**config.mk**
```make
export PLATFORM = sky130hd
export DESIGN_NAME = match_event_logger_flat
export DESIGN_NICKNAME = d
export VERILOG_FILES = /design/src/rtl/match_event_logger_pkg.sv /design/src/rtl/match_event_logger_if.sv /design/src/rtl/match_event_logger_evt_fifo.sv /design/src/rtl/match_event_logger.sv /design/src/flat_wrapper.sv
export SDC_FILE = /design/constraint.sdc
export NUM_CORES = 1
export LEC_CHECK = 0
export CAP_MARGIN = 10
export CORE_MARGIN = 8
export CORE_UTILIZATION = 58
export CTS_CLUSTER_DIAMETER = 80
export DETAILED_ROUTE_END_ITERATION = 10
export HOLD_SLACK_MARGIN = 0.05
export PLACE_DENSITY = 0.91
export SKIP_CTS_REPAIR_TIMING = 1
export SLEW_MARGIN = 20
export SYNTH_ARGS = -nofsm -noshare
export SYNTH_HDL_FRONTEND = slang
export SYNTH_SLANG_ARGS = --single-unit
```
**constraint.sdc**
```tcl
create_clock -name clk -period 3.1 [get_ports clk]
set_clock_uncertainty 0.2 [all_clocks]
set_input_delay 0.62 -clock clk [delete_from_list [all_inputs] [get_ports clk]]
set_output_delay 0.62 -clock clk [all_outputs]
set_load 0.02 [all_outputs]
```
**src/rtl/match_event_logger_pkg.sv**
```systemverilog
// Shared sizing defaults for the match event logger and the detector wrapper.
package match_event_logger_pkg;

    localparam int TS_W_DEF  = 16;
    localparam int DEPTH_DEF = 4;
    localparam int CNT_W_DEF = 8;

    function automatic int fill_width(input int depth);
        return $clog2(depth) + 1;
    endfunction

endpackage

```
**src/rtl/match_event_logger_if.sv**
```systemverilog
// Event read handshake: the logger presents timestamps, the host accepts them.
interface match_event_logger_if
    import match_event_logger_pkg::*;
#(
    parameter int TS_W = TS_W_DEF
) ();

    logic            evt_valid;
    logic [TS_W-1:0] evt_ts;
    logic            evt_ready;

    modport master (output evt_valid, output evt_ts, input evt_ready);
    modport slave  (input evt_valid, input evt_ts, output evt_ready);

endinterface

```
**src/rtl/match_event_logger_evt_fifo.sv**
```systemverilog
// First-word fall-through FIFO; occupancy counter drives full/empty.
module evt_fifo
    import match_event_logger_pkg::*;
#(
    parameter int W     = TS_W_DEF,
    parameter int DEPTH = DEPTH_DEF
) (
    input  logic                     clk,
    input  logic                     rstn,
    input  logic                     clr,
    input  logic                     push,
    input  logic                     pop,
    input  logic [W-1:0]             din,
    output logic [W-1:0]             dout,
    output logic                     empty,
    output logic                     full,
    output logic [$clog2(DEPTH):0]   fill
);

    localparam int AW = $clog2(DEPTH);
    localparam logic [AW:0] FULL_CNT = (AW+1)'(DEPTH);

    logic [W-1:0]  mem [DEPTH];
    logic [AW-1:0] wr_ptr;
    logic [AW-1:0] rd_ptr;
    logic [AW:0]   cnt;
    logic          do_push;
    logic          do_pop;

    assign empty   = (cnt == '0);
    assign full    = (cnt == FULL_CNT);
    assign fill    = cnt;
    assign do_pop  = pop && !empty && !clr;
    // A full FIFO still accepts a push when the head leaves on the same edge.
    assign do_push = push && (!full || do_pop) && !clr;
    assign dout    = empty ? '0 : mem[rd_ptr];

    always_ff @(posedge clk or negedge rstn) begin
        if (!rstn) begin
            wr_ptr <= '0;
            rd_ptr <= '0;
            cnt    <= '0;
        end else if (clr) begin
            wr_ptr <= '0;
            rd_ptr <= '0;
            cnt    <= '0;
        end else begin
            if (do_push) wr_ptr <= wr_ptr + AW'(1);
            if (do_pop)  rd_ptr <= rd_ptr + AW'(1);
            case ({do_push, do_pop})
                2'b10:   cnt <= cnt + (AW+1)'(1);
                2'b01:   cnt <= cnt - (AW+1)'(1);
                default: cnt <= cnt;
            endcase
        end
    end

    always_ff @(posedge clk) begin
        if (do_push) mem[wr_ptr] <= din;
    end

endmodule

```
**src/rtl/match_event_logger.sv**
```systemverilog
// Timestamps detector matches into a FIFO; keeps a saturating match count and sticky drop flag.
module match_event_logger
    import match_event_logger_pkg::*;
#(
    parameter int TS_W  = TS_W_DEF,
    parameter int DEPTH = DEPTH_DEF,
    parameter int CNT_W = CNT_W_DEF
) (
    input  logic                    clk,
    input  logic                    rstn,
    input  logic                    en,
    input  logic                    clr,
    input  logic                    match_in,
    match_event_logger_if.master    evt,
    output logic [$clog2(DEPTH):0]  fill,
    output logic [CNT_W-1:0]        match_cnt,
    output logic                    ovf
);

    logic [TS_W-1:0] ts;
    logic            push_req;
    logic            pop_req;
    logic            empty;
    logic            full;

    assign push_req      = en && match_in;
    assign pop_req       = evt.evt_ready && !empty;
    assign evt.evt_valid = !empty;

    evt_fifo #(
        .W     (TS_W),
        .DEPTH (DEPTH)
    ) u_fifo (
        .clk   (clk),
        .rstn  (rstn),
        .clr   (clr),
        .push  (push_req),
        .pop   (pop_req),
        .din   (ts),
        .dout  (evt.evt_ts),
        .empty (empty),
        .full  (full),
        .fill  (fill)
    );

    always_ff @(posedge clk or negedge rstn) begin
        if (!rstn) begin
            ts        <= '0;
            match_cnt <= '0;
            ovf       <= 1'b0;
        end else if (clr) begin
            ts        <= '0;
            match_cnt <= '0;
            ovf       <= 1'b0;
        end else begin
            if (en) ts <= ts + TS_W'(1);
            // Dropped events still count as matches.
            if (push_req && (match_cnt != '1)) match_cnt <= match_cnt + CNT_W'(1);
            if (push_req && full && !pop_req) ovf <= 1'b1;
        end
    end

endmodule

```
**src/flat_wrapper.sv**
```systemverilog
// flat-port wrapper written by rule: the top's interface ports become plain ports
module match_event_logger_flat import match_event_logger_pkg::*;
#(
    parameter int TS_W  = TS_W_DEF,
    parameter int DEPTH = DEPTH_DEF,
    parameter int CNT_W = CNT_W_DEF
)
  (clk, rstn, en, clr, match_in, fill, match_cnt, ovf, evt_evt_valid, evt_evt_ts, evt_evt_ready);
  match_event_logger_if #(.TS_W(TS_W)) evt_i ();
  input  logic clk;
  input  logic rstn;
  input  logic en;
  input  logic clr;
  input  logic match_in;
  output logic [$clog2(DEPTH):0] fill;
  output logic [CNT_W-1:0] match_cnt;
  output logic ovf;
  output wire logic [$bits(evt_i.evt_valid)-1:0] evt_evt_valid;
  output wire logic [$bits(evt_i.evt_ts)-1:0] evt_evt_ts;
  input wire logic [$bits(evt_i.evt_ready)-1:0] evt_evt_ready;
  assign evt_evt_valid = evt_i.evt_valid;
  assign evt_evt_ts = evt_i.evt_ts;
  assign evt_i.evt_ready = evt_evt_ready;
  match_event_logger #(.TS_W(TS_W), .DEPTH(DEPTH), .CNT_W(CNT_W)) u_core (.clk(clk), .rstn(rstn), .en(en), .clr(clr), .match_in(match_in), .evt(evt_i), .fill(fill), .match_cnt(match_cnt), .ovf(ovf));
endmodule
```
==> results of run 1 <==
[cell families (layout without fill, tap and decap cells)]
kind of cell / after synthesis / after routing
flip-flops: 96 / 96
AO/OA/AOI/OAI: 26 / 26
buffers and inverters: 21 / 69
XOR/XNOR: 21 / 21
multiplexers: 20 / 20
AND/OR/NAND/NOR: 102 / 102
adder cells (fa/ha/maj): 7 / 7
[stage by stage]
step	worst slack (ns)	power, mW	setup TNS (ns)	util (%)
after detailed placement	0.3183	1.762	0	66.05
after CTS	-0.09109	2.517	-0.8851	68.67
after global routing	0.0002394	2.593	0	68.82
after global placement	0.4272	1.750	0	66.05
after floorplan	0.6053	1.631	0	-
final	0.08487	2.502	0	68.82
[worst max-delay path by stage]
stage	endpoint	start	slack [ns]	depth (start not counted)
after floorplan	u_core.u_fifo.fill[2]	u_core.u_fifo.fill[0]	0.61	9
after global placement	evt_evt_ts[1]	u_core.u_fifo.fill[2]	0.43	3
after detailed placement	evt_evt_ts[8]	u_core.u_fifo.fill[2]	0.32	3
after CTS	evt_evt_ts[8]	u_core.u_fifo.fill[2]	-0.09	3
after global routing	evt_evt_ts[5]	u_core.u_fifo.rd_ptr[0]	0.0002	4
final	evt_evt_ts[12]	u_core.u_fifo.rd_ptr[0]	0.08	4
[final cells by class]
| type | count | area share (%) |
|---|---|---|
| timing repair buffer | 48 | 9.374 |
| clock inverter | 7 | 1.292 |
| inverter | 5 | 0.3800 |
| clock buffer | 9 | 2.508 |
| sequential | 96 | 55.16 |
| tap | 99 | 2.508 |
| multi-input combinational | 176 | 28.78 |
[flip-flops by register name, indices dropped and copies added, names as in the netlist]
| signal | flops |
|---|---|
| u_core.u_fifo.mem | 64 |
| u_core.u_fifo.fill | 3 |
| u_core.ovf | 1 |
| u_core.match_cnt | 8 |
| u_core.u_fifo.rd_ptr | 2 |
| u_core.u_fifo.wr_ptr | 2 |
| u_core.ts | 16 |
[layer usage]
layer | share of wire [%] | up-vias
met5 | 0 | -
met4 | 3.0 | 0
met3 | 5.0 | 17
met2 | 53 | 87
met1 | 39 | 1245
li1 | - | 1168
[tightest hold or removal path, stage by stage (launching register included)]
cell,delay [ns]
dfrtp_1,0.36
a21oi_1,0.04
nor2_1,0.09
[cell usage after synthesis, drive strengths merged]
cell,n
clkbuf,5
nand3,9
nor4,5
or3,3
a2111oi,1
a211oi,4
o22ai,1
nand2,12
o211ai,3
nand4,8
a311oi,1
nor2,30
fa,1
xor2,6
dfrtp,32
nor2b,1
and2,22
and4,2
a21oi,8
mux2i,4
o21ai,6
buf,11
xnor2,15
inv,5
nor3,8
mux4,16
ha,6
nor4b,1
a31oi,2
edfxtp,64
nor3b,1
[power breakdown]
group / leakage, nW / internal [mW] / total (mW) / switching (mW)
Sequential: 0.979 / 1.38 / 1.41 / 0.0235
Combinational: 0.609 / 0.158 / 0.326 / 0.168
Clock: 0.0899 / 0.308 / 0.769 / 0.461
==> impl_results.md, run 1 <==
* TritonCTS Buffers at 9
* Crit share post-route at 97.26%
* PortBufs at 34
* Crit path DAT at 2.20 ns
* Busiest grt layer: met2
* First-pass GRT wire length at between 10 and 15 mm
* Share of the yosys chip area belonging to registers at between 60 and 70%
* Hold slack at between 0.3 and 0.4 ns
* Status: finished, final reports clean
* Synth Area in Simple Gates at around an eighth
* Area added between synthesis and finish at 16.19%
* Warnings, synthesis at 0
* Largest net degree at the start of global routing at 33
* Initial Utilization at 59.23%
* Core ar. at 7176 um^2
* Worst skew pair latency at 0.37 ns
* Worst Path Max Fanout at 16
* Drt drc at 0
* Synth area leader: edfxtp_1
* RSZ-0062 raised after global routing: false
* VDD IR max at 213.6 uV
* Most frequent cells in the layout: 64 x edfxtp_1, 32 x clkdlybuf4s50_1, 31 x dfrtp_1, 30 x nor2_1, 21 x and2_1
* Share of post-route cells with drive strength above 1 at 16.42%
* Clock Path Buffers at 2
* Final Wtd Congestion at about 0.78
* Crit path launch type: flop
* Average size of a mapped cell at ~15 um^2
* Placed cell count at around 420
* Max_slew headroom at 70.39%
* Fill cells at 470
* Remaining antenna violation count at 0
* Leak at approximately 1.7 nW
* Post-synthesis mux area share at 9.420%
* Max-slew violations at 0
* Vias in the first global route at 2587
* Worst EP required at 2.28 ns
* Max-cap viol count at 0
* Final HPWL DP at 5.097 mm
* Slowest stage cell, crit path: clkdlybuf4s50_1
* Synth Area in Adders at 2.237%
* Global-route met1 utilization at 19.24%
* Ports at 35
* Max frequency at around 330 MHz
* Post-synthesis xor/xnor area fraction at 4.327%
* Root buffer cell: clkbuf_8
* HP Class: flop to flop
* Routed len/inst at 18.12 um
* Hold Violations, Final at 0
* Clk sink count at 96
* H-tree levels at 3
* Worst-path cell chain: buf_12 -> mux4_2 -> and2_1 -> clkdlybuf4s50_1
* Area of the die at 10320 um^2
* Crit path capture type: output pin
* Most common cell after layout, fill and taps aside: edfxtp_1
* Worst reg2reg path startpoint: u_core.u_fifo.fill[2]
* Worst hold path depth at 2
* Die Ht at about 100 um
* Pwr/cell area at 506.6 nW/um^2
* Crit path time final at 3.015 ns
* Initial antenna violation count at 0
* Synthesized flop and latch total at 96
* CTS tree: yes
* Seq. cell area at 2724 um^2
* Total GRT Usage at 16.71%
* DP Area at 4740 um^2
* Largest family of logic cells by synthesized area: simple AND/OR/NAND/NOR gates
* Non-Filler Instances at 440
* Diodes inserted at 0
* DR vias at 2517
* GRT overflow at 0
* Total wire length at 7.974 mm
* Post-synthesis cell type count at 38
* Least-Margin Pin Slew at 0.4408 ns
* Met3 usage at 2.887%
* Vias per cell at 5.720
* Synth Cell Area at approximately 4300 um^2
* Multi-input logic area at 1421 um^2
* Hold EP: u_core.ovf
* Top cells by area, synth: edfxtp_1 45%, dfrtp_1 19%, mux4_2 8.5%
* Hold Startpoint: u_core.ovf
* Synthesized instance count at 293
* R2R depth at 7
* Family with the most delay on the worst path: buffers and inverters
* Met2 Track Usage GR at 28.47%
* Chip Width at slightly above 100 um
* Syn Nets at 306
* Design area at 4938 um^2
* Share of the synthesized area in the top cell type at 45.22%
* First drt pass iteration count at 4
* Buf/Inv on CP at 2
* Type of the worst setup path: flop to output pin
* 1st-iter DRT viols at 175
* Clk pin slew, worst setup/hold paths at 0.09 ns
* R2R setup slack at approximately 0.66 ns
* Rows at 31
* Slowest cell delay on critical path at roughly 0.53 ns
* RR Endpoint: u_core.u_fifo.fill[2]
* Synth Area in Compound Gates at about 4.2%
* Nets at 349
* Setup violations, final at 0
(Power assumes the default switching activity.)
==> inputs of run 2 (changes only) <==
--- a/config.mk
+++ b/config.mk
@@ -5,15 +5,17 @@
 export SDC_FILE = /design/constraint.sdc
 export NUM_CORES = 1
 export LEC_CHECK = 0
-export CAP_MARGIN = 10
+export CAP_MARGIN = 40
 export CORE_MARGIN = 8
 export CORE_UTILIZATION = 58
 export CTS_CLUSTER_DIAMETER = 80
 export DETAILED_ROUTE_END_ITERATION = 10
 export HOLD_SLACK_MARGIN = 0.05
+export MAX_ROUTING_LAYER = met4
 export PLACE_DENSITY = 0.91
 export SKIP_CTS_REPAIR_TIMING = 1
 export SLEW_MARGIN = 20
 export SYNTH_ARGS = -nofsm -noshare
 export SYNTH_HDL_FRONTEND = slang
+export SYNTH_HIERARCHICAL = 1
 export SYNTH_SLANG_ARGS = --single-unit
==> run 2 against run 1 <==
  * Flip-flop and latch count did not move
  * Critical path depth stayed put
  * Clock-buffer cell count rose by 1
  * Design area up 3.3%
  * Die area grew 2.7%
  * Setup slack lost 0.030 ns
==> impl_results.md, run 2 <==
* Largest family of logic cells by synthesized area: simple AND/OR/NAND/NOR gates
* Final HPWL DP at ~5.5 mm
* DR vias at 2661
* Initial Utilization at between 60 and 70%
* Fill cells at around 500
* Clock Path Buffers at 2
* Area added between synthesis and finish at 16.32%
* Ys async rst share at between 30% and 40%
* Synth area leader: edfxtp_1
* Ports at 35
* Top-count cell post-synth: edfxtp_1
* DP Area at 4896 um^2
* Worst skew pair latency at 0.36 ns
* 1st-iter DRT viols at 170
* Most frequent cells in the layout: 64 x edfxtp_1, 33 x clkdlybuf4s50_1, 32 x dfrtp_1, 20 x nor2_1, 15 x buf_4
* Synth top cells by count: 64 x edfxtp_1, 32 x dfrtp_1, 20 x nor2_1
* Crit share post-route at 98.23%
* Worst-path cell chain: buf_12 -> mux4_1 -> and2b_1 -> clkdlybuf4s50_1
* Worst Path Max Fanout at 16
* Synth Area in Adders at roughly 2.2%
* Top cells by area, synth: edfxtp_1 44%, dfrtp_1 18%, mux4_1 4.8%
* Biggest regs: u_core/u_fifo/mem x64, u_core/ts x16, u_core/match_cnt x8
* Area of the die at roughly 11000 um^2
* Die Ht at 103.0 um
* H-tree levels at 3
* CTS tree: yes
* Initial antenna violation count at 0
* Switch share at 22.80%
* Drt drc at 0
* Max-cap viol count at 0
* Setup ws final at 0.05491 ns
* Synth Area in Compound Gates at 5.763%
* Average size of a mapped cell at 14.77 um^2
* Max_slew headroom at 69.51%
* Met2 WL post-DR at about 4.2 mm
* First drt pass iteration count at 4
* Leak at 1.896 nW
* Met1 wire length at between 3 and 4 mm
* Seq pwr share at 59.0%
* Diodes inserted at 0
* Remaining antenna violation count at 0
* Root buffer cell: clkbuf_8
* Setup violations, final at 0
* Internal power at ~1.8 mW
* Synth Cell Area at 4385 um^2
* Crit path DAT at 2.23 ns
* HP Class: flop to flop
* Max-slew violations at 0
* GRT overflow at 0
* Crit path launch type: flop
* Total GRT Usage at 17.61%
* Synthesized flop and latch total at 96
* Chip Width at 103.0 um
* Largest net degree at the start of global routing at 33
* Synthesized instance count at 297
* Max layer used: met4
* TritonCTS Buffers at 9
* Synth Flop Type: edfxtp_1
* Post-synthesis mux area share at 9.615%
* Crit path capture type: output pin
* Number of flip-flops in the largest register at 64
* Core ar. at 7292 um^2
* Post-synthesis cell type count at 53
* Syn Nets at 310
* DR WL met3 at 377 um
* Crit path time final at 3.045 ns
* Most common cell after layout, fill and taps aside: edfxtp_1
* Vias per cell at a little under 6
* Slowest cell delay on critical path at approximately 0.56 ns
* Clock power share at 34.6%
* Switching Power at 536.0 uW
* Rows at 31
* Warnings, synthesis at 6
* Clk pin slew, worst setup/hold paths at 0.09 ns
* Gate power share at under 10%
* Slowest stage cell, crit path: mux4_1
* Biggest register: u_core/u_fifo/mem
* Type of the worst setup path: flop to output pin
* Hold Violations, Final at 0
* Max frequency at 328.4 MHz
* Vias in the first global route at 2726
* Status: finished, final reports clean
* Design area at ~5100 um^2
* Clk sink count at 96
* Nets at 357
* Share of the synthesized area in the top cell type at ~44%
* Post-synthesis xor/xnor area fraction at 2.796%
* Least-Margin Pin Slew at between 0.4 and 0.5 ns
* First-pass GRT wire length at about 14 mm
* Final Wtd Congestion at 0.8194
* Pwr/cell area at between 400 and 500 nW/um^2
* Routed len/inst at 18.66 um
* Total wire length at 8.361 mm
* Share of post-route cells with drive strength above 1 at 15.76%
* Core Util, Final at about 70%
* Pre-CTS setup slack at 0.2191 ns
* Synth Area in Simple Gates at 14.66%
* PortBufs at 34
* VDD IR max at 225.2 uV
* Post-synth EDFFs at 64
* Worst EP required at ~2.3 ns
* Share of the yosys chip area belonging to registers at 62.08%
==> run 2: cell types whose count changed after synthesis, moves of 6 or more <==
cell	change
mux4_1	+8
o21ai_0	+6
mux4_2	-8
xnor2_1	-12
nor2_1	-10
and2_1	-14
nor2b_4	+8
==> run 2: area by class of cell <==
class,count,area (um^2),share of cell area (%)
Sequential cell,96,2723,53.37
Clock inverter,6,67.56,1.325
Multi-Input combinational cell,180,1541,30.22
Tap cell,99,123.9,2.428
Timing Repair Buffer,51,495.5,9.713
Clock buffer,10,127.6,2.502
Inverter,6,22.52,0.4415
==> run 2: logic make-up (layout without fill, tap and decap cells) <==
kind of cell | Yosys count | in the layout
AND/OR/NAND/NOR | 98 | 98
flip-flops | 96 | 96
AO/OA/AOI/OAI | 42 | 42
buffers and inverters | 21 | 73
multiplexers | 19 | 19
XOR/XNOR | 14 | 14
adder cells (fa/ha/maj) | 7 | 7
==> run 2: power by group through the flow <==
stage	Combinational [mW]	Sequential (mW)	Clock, mW
floorplan	0.0888	1.41	0
global placement	0.146	1.41	0
detailed placement	0.151	1.41	0
CTS	0.152	1.39	0.835
global route	0.164	1.39	0.885
finish	0.151	1.39	0.814
==> run 2: routing by layer <==
| metal | vias to the layer above | global-route usage (%) |
|---|---|---|
| met4 | 0 | 8.009 |
| met1 | 1327 | 21.23 |
| met3 | 18 | 3.579 |
| met2 | 88 | 28.09 |
| li1 | 1228 | - |
| met5 | - | - |
==> run 2: final timing paths <==
path,start,to,slack [ns],cells past startpoint
max in group asynchronous,rstn,u_core/match_cnt[2],1.95,2
min in group asynchronous,rstn,u_core/u_fifo/fill[0],0.44,2
worst min-delay path,u_core/ovf,u_core/ovf,0.32,2
worst max-delay path,u_core/u_fifo/rd_ptr[0],evt_evt_ts[15],0.05,4
worst max register to register,u_core/u_fifo/fill[0],u_core/u_fifo/fill[1],0.54,8
worst min register to register,u_core/ovf,u_core/ovf,0.32,2
==> run 2: worst max-delay path: cells and delay by family, from the launching register on <==
family	cells	cell delay, ns
buffers and inverters	2	0.72
multiplexers	1	0.56
flip-flops	1	0.41
AND/OR/NAND/NOR	1	0.17
==> run 2: metrics by stage <==
step / hold WS, ns / power [mW] / instances / setup TNS, ns
after floorplan: 0.1244 / 1.501 / 297 / 0
after global placement: 0.2946 / 1.560 / 431 / 0
after detailed placement: 0.3104 / 1.566 / 431 / 0
after CTS: 0.3358 / 2.373 / 447 / -0.03468
after global routing: 0.3712 / 2.438 / 448 / -0.01296
final: 0.3223 / 2.351 / 448 / 0
